### src/rtl/elevator_pkg.sv
// Shared types and floor constants for the elevator car controller.
package elevator_pkg;

   typedef logic [1:0] floor_t;

   localparam floor_t ST_FLOOR  = 2'b00;
   localparam floor_t ND_FLOOR  = 2'b01;
   localparam floor_t RD_FLOOR  = 2'b10;
   localparam floor_t INV_FLOOR = 2'b11;

   typedef enum logic [1:0] {IDLE, MOVE, DOOR} fc_state_t;

   // Maps a floor onto its bit in the {rd,nd,st} call/clear vectors.
   function automatic logic [2:0] floor_onehot(input floor_t f);
      logic [2:0] oh;
      oh = 3'b000;
      case (f)
         ST_FLOOR: oh = 3'b001;
         ND_FLOOR: oh = 3'b010;
         RD_FLOOR: oh = 3'b100;
         default:  oh = 3'b000;
      endcase
      return oh;
   endfunction

endpackage

### src/rtl/elevator_floor_control_timer.sv
// Cycle counter shared by the travel and door-dwell phases of the car controller.
module elevator_timer #(
   parameter int CNT_W = 8
) (
   input  logic             clk,
   input  logic             rst_n,
   input  logic             clr,
   input  logic             en,
   output logic [CNT_W-1:0] count
);

   always_ff @(posedge clk or negedge rst_n) begin
      if (!rst_n) begin
         count <= '0;
      end else if (clr) begin
         count <= '0;
      end else if (en) begin
         count <= count + CNT_W'(1);
      end
   end

endmodule

### src/rtl/elevator_floor_control.sv
// Car controller: moves one floor per travel period toward the queued stop and dwells with the door open.
// Optional door-hold button support is enabled by defining ELEV_DOOR_HOLD_EN.
module elevator_floor_control
   import elevator_pkg::*;
#(
   parameter int TRAVEL_CYCLES = 16,
   parameter int DOOR_CYCLES   = 32,
   parameter int CNT_W         = 8
) (
   input  logic       clk,
   input  logic       rst_n,
   input  logic [1:0] open_when,
   input  logic [2:0] call,
   input  logic       door_hold,
   output logic [1:0] floor,
   output logic       is_mooving,
   output logic       door_open,
   output logic [2:0] led_clr
);

   localparam logic [CNT_W-1:0] TRAVEL_LAST = CNT_W'(TRAVEL_CYCLES - 1);
   localparam logic [CNT_W-1:0] DOOR_LAST   = CNT_W'(DOOR_CYCLES - 1);

   fc_state_t        state, state_n;
   floor_t           floor_n, dest, dest_n;
   logic             dir_up, dir_up_n;
   logic [2:0]       led_clr_n;
   logic             t_clr, t_en;
   logic [CNT_W-1:0] timer;
   logic             hold_active;

`ifdef ELEV_DOOR_HOLD_EN
   assign hold_active = door_hold;
`else
   logic unused_door_hold;
   assign unused_door_hold = door_hold;
   assign hold_active      = 1'b0;
`endif

   elevator_timer #(.CNT_W(CNT_W)) u_timer (
      .clk   (clk),
      .rst_n (rst_n),
      .clr   (t_clr),
      .en    (t_en),
      .count (timer)
   );

   always_comb begin
      state_n   = state;
      floor_n   = floor;
      dest_n    = dest;
      dir_up_n  = dir_up;
      led_clr_n = 3'b000;
      t_clr     = 1'b0;
      t_en      = 1'b0;
      case (state)
         IDLE: begin
            if (call[floor]) begin
               state_n   = DOOR;
               t_clr     = 1'b1;
               led_clr_n = floor_onehot(floor);
            end else if (open_when != INV_FLOOR && open_when != floor) begin
               // The decision cycle already counts as the first travel cycle.
               state_n  = MOVE;
               dest_n   = open_when;
               dir_up_n = (open_when > floor);
               t_en     = 1'b1;
            end else begin
               t_clr = 1'b1;
            end
         end
         MOVE: begin
            if (timer == TRAVEL_LAST) begin
               t_clr   = 1'b1;
               floor_n = dir_up ? floor + 2'd1 : floor - 2'd1;
               if (floor_n == dest) begin
                  state_n   = DOOR;
                  led_clr_n = floor_onehot(floor_n);
               end
            end else begin
               t_en = 1'b1;
            end
         end
         DOOR: begin
            // Skip the cycle where our own clear pulse is still in flight upstream.
            if (call[floor] && !led_clr[floor]) begin
               led_clr_n = floor_onehot(floor);
            end
            if (hold_active) begin
               t_clr = 1'b1;
            end else if (timer == DOOR_LAST) begin
               t_clr   = 1'b1;
               state_n = IDLE;
            end else begin
               t_en = 1'b1;
            end
         end
         default: begin
            state_n = IDLE;
            t_clr   = 1'b1;
         end
      endcase
   end

   always_ff @(posedge clk or negedge rst_n) begin
      if (!rst_n) begin
         state      <= IDLE;
         floor      <= ST_FLOOR;
         dest       <= ST_FLOOR;
         dir_up     <= 1'b0;
         is_mooving <= 1'b0;
         door_open  <= 1'b0;
         led_clr    <= 3'b000;
      end else begin
         state      <= state_n;
         floor      <= floor_n;
         dest       <= dest_n;
         dir_up     <= dir_up_n;
         is_mooving <= (state_n == MOVE);
         door_open  <= (state_n == DOOR);
         led_clr    <= led_clr_n;
      end
   end

endmodule

### config.mk
export PLATFORM = sky130hd
export DESIGN_NAME = elevator_floor_control
export DESIGN_NICKNAME = d
export VERILOG_FILES = /design/src/rtl/elevator_pkg.sv /design/src/rtl/elevator_floor_control_timer.sv /design/src/rtl/elevator_floor_control.sv
export SDC_FILE = /design/constraint.sdc
export NUM_CORES = 1
export LEC_CHECK = 0
export ABC_CLOCK_PERIOD_IN_PS = 5380
export CORE_MARGIN = 3
export CORE_UTILIZATION = 33
export CTS_CLUSTER_SIZE = 8
export DETAILED_ROUTE_END_ITERATION = 6
export HOLD_SLACK_MARGIN = 0.06
export PLACE_DENSITY_LB_ADDON = 0.25
export RECOVER_POWER = 25
export REMOVE_ABC_BUFFERS = 1
export SLEW_MARGIN = 20
export SYNTH_ARGS = -nofsm -noshare
export SYNTH_HDL_FRONTEND = slang
export SYNTH_SLANG_ARGS = --single-unit
### constraint.sdc
create_clock -name clk -period 5.38 [get_ports clk]
set_input_delay 1.614 -clock clk [delete_from_list [all_inputs] [get_ports clk]]
set_output_delay 1.614 -clock clk [all_outputs]
set_load 0.05 [all_outputs]
==> out/metrics.cfg <==
[status]
status=finished clean

[pwr]
ir_drop_mv=0.126
p_sw_share_pct=37.0
p_int_mw=0.311
netSwitchingPower_mw=0.182
combinationalPowerShare_pct=33.8
clkPwrFrac_pct=18.1
p_leak_nw=0.512
p_per_area_mw_per_mm2=387
p_seq_share_pct=48.0

[final_layout]
seq_area_um2=500
fillers=321
multi_input_area_um2=538
nets=129
instances_no_fill=158
stdcell_area_mm2=0.00127
drive_gt1_share_pct=8.77
diodes=0
syn2layout_area_growth_pct=18.6

[logic_synthesis]
synth_top_area_share_pct=46.6
ys_warn_count=0
synth_seq_cells=20
syn_area_per_cell_um2=10.7
synth_area_leaders=dfrtp_1, ha_1, xor2_1
ys_seq_area_share_pct=46.6
synthCells=100
synth_cell_types=32
synth_top_cell_by_area=dfrtp_1
netlist_area_mm2=0.00107

[floorplanning]
die_h_um=63.1
start_util_pct=34.9
io_pins=15
rows=20
dieArea_mm2=0.00398
die_width_um=63.1
coreArea_mm2=0.00308

[global_route]
antenna_found_initial=0
grt_overflow_total=0
grt.total_usage_pct=11.4
grt_max_degree=21
grt_pass1_wl_um=3750
first_global_vias=822

[sta]
finalHoldViolations=0
relSlewSlack_pct=38.2
fin_crit_ns=3.48
rsz0062_at_grt=no
setup_viol=0
tns_ns=0
tightest_slew_ns=0.924
fin_skew_ns=0.00854
min_period_over_period_pct=64.6
slew_violations=0
whs_ns=0.514
fmax_mhz=288

[flow_run]
maxCapViolations=0

[clock_tree]
hold_buffers=0
cts_sinks=20
post_cts_buffers=0
cts_tree=built
h-tree-depth=1
clk_pin_slew_ns=0.12
clk_path_buf_depth=2
clkLatencyLatePin_ns=0.30
cts-root-buf=clkbuf_4
cts_resized=0
cts_buffers=3

[worst_setup_path]
slowest_stage=or3_1
cp-end-kind=register
cp_max_fo=13
critPathMaxStageDelay_ns=0.54
worst-path-buf-inv=2
path_delay_family=buffers and inverters
arrival_ns=3.68
path_class=input pin to register
cp.required_ns=5.58
critPathLaunchType=input pin
path_cells=clkdlybuf4s50_1 > inv_1 > ha_1 > a221o_1 > or3_1 > mux2_2

[drt]
drt-total-wl_um=2120
drt-pass1-iter-count=4
detail_route.wl_per_cell_um=13.4
drtIter0Drc=36
routed_via_density=5.20
detail-route-antenna-nets=0
post-route-drc-count=0
num_vias=822

[place]
io_buffers=13
hpwlAfterDp_um=1540
placedCellCount=154
place.gp.congestion=0.779
place_area_mm2=0.00125

[hold_path]
hp-class=register to register

metal layers:
layer  track usage (%)  vias up  wire length [um]
met3              2.67        2               111
met2              18.2       24               993
li1                  -      394                 -
met5                 0        -                 0
met1              15.4      402              1000
met4              3.31        0                15
final timing paths:
kind	startpoint	endpoint	slack, ns	depth (start not counted)
min in group asynchronous	rst_n	floor[0]	1.88	1
max in group asynchronous	rst_n	u_timer.count[0]	2.93	1
max reg2reg	floor[0]	led_clr[0]	3.03	6
max	open_when[0]	dir_up	1.90	6
min reg2reg	u_timer.count[0]	u_timer.count[0]	0.51	1
min	u_timer.count[0]	u_timer.count[0]	0.51	1
final cells by class:
cell class | instances | share of cell area, %
Sequential cell | 20 | 39.3
Inverter | 4 | 1.18
Timing Repair Buffer | 13 | 10.2
Tap cell | 44 | 4.32
Multi-Input combinational cell | 73 | 42.2
Clock buffer | 4 | 2.85
power groups by stage:
stage / Combinational (mW) / Sequential [mW] / Clock, mW
2_1_floorplan: 0.117 / 0.245 / 0
3_5_place_dp: 0.171 / 0.240 / 0
3_3_place_gp: 0.167 / 0.238 / 0
5_1_grt: 0.188 / 0.244 / 0.0998
6_report: 0.167 / 0.237 / 0.0895
4_1_cts: 0.171 / 0.237 / 0.0931
metrics by stage:
stage	setup slack (ns)	total power [mW]	util [%]
2_1_floorplan	2.27	0.362	-
3_3_place_gp	1.63	0.404	40.5
3_5_place_dp	1.56	0.410	40.5
4_1_cts	1.90	0.500	41.7
5_1_grt	1.82	0.532	41.4
6_report	1.90	0.494	41.4
worst reg2reg max path, stage by stage (launching register included):
cell     delay, ns
dfrtp_1       0.59
inv_1         0.20
ha_1          0.34
xnor2_1       0.42
xnor2_1       0.19
nand4_1       0.23
o31ai_1       0.29
cell usage in the layout, fill, tap and decap left out, types with 2 or more instances in the layout:
cell type,count
and3_1,3
clkdlybuf4s50_1,12
xnor2_1,4
nand2b_1,2
ha_1,6
nand4_1,4
o31ai_1,2
a21oi_1,9
o21ai_0,7
inv_1,4
nand3_1,8
mux2_2,4
dfrtp_1,20
clkbuf_4,3
nand2_1,2
xor2_1,6
or3_1,2
synth_stat cells (all sizes together):
library cell	number
nand4	4
nor3	1
nand2	2
or4b	1
a31oi	1
or3	2
mux2	4
o31ai	2
nand3b	1
and3	3
buf	2
xnor2	4
a221o	1
o21ai	8
inv	4
a21boi	1
dfrtp	20
nand2b	2
nor2	1
a21oi	10
nor2b	1
xor2	6
ha	6
o41ai	1
nand3	8
a41oi	1
nor4b	1
mux2i	1
clkbuf	1
sequential cells by signal, indices dropped and copies added, names as in the netlist:
register       cells
u_timer.count      8
dest               2
led_clr            3
door_open          1
floor              2
state              2
dir_up             1
is_mooving         1
cell families (layout without fill, tap and decap cells):
logic type	after synthesis	in the layout	share of synthesized area [%]
buf+inv	7	21	2.68
xor+xnor	10	10	8.15
mux	5	5	5.12
simple gates	27	27	15.8
flops	20	20	46.6
compound gates	25	25	14.7
fa+ha+maj	6	6	6.98
(Power assumes the default switching activity.)
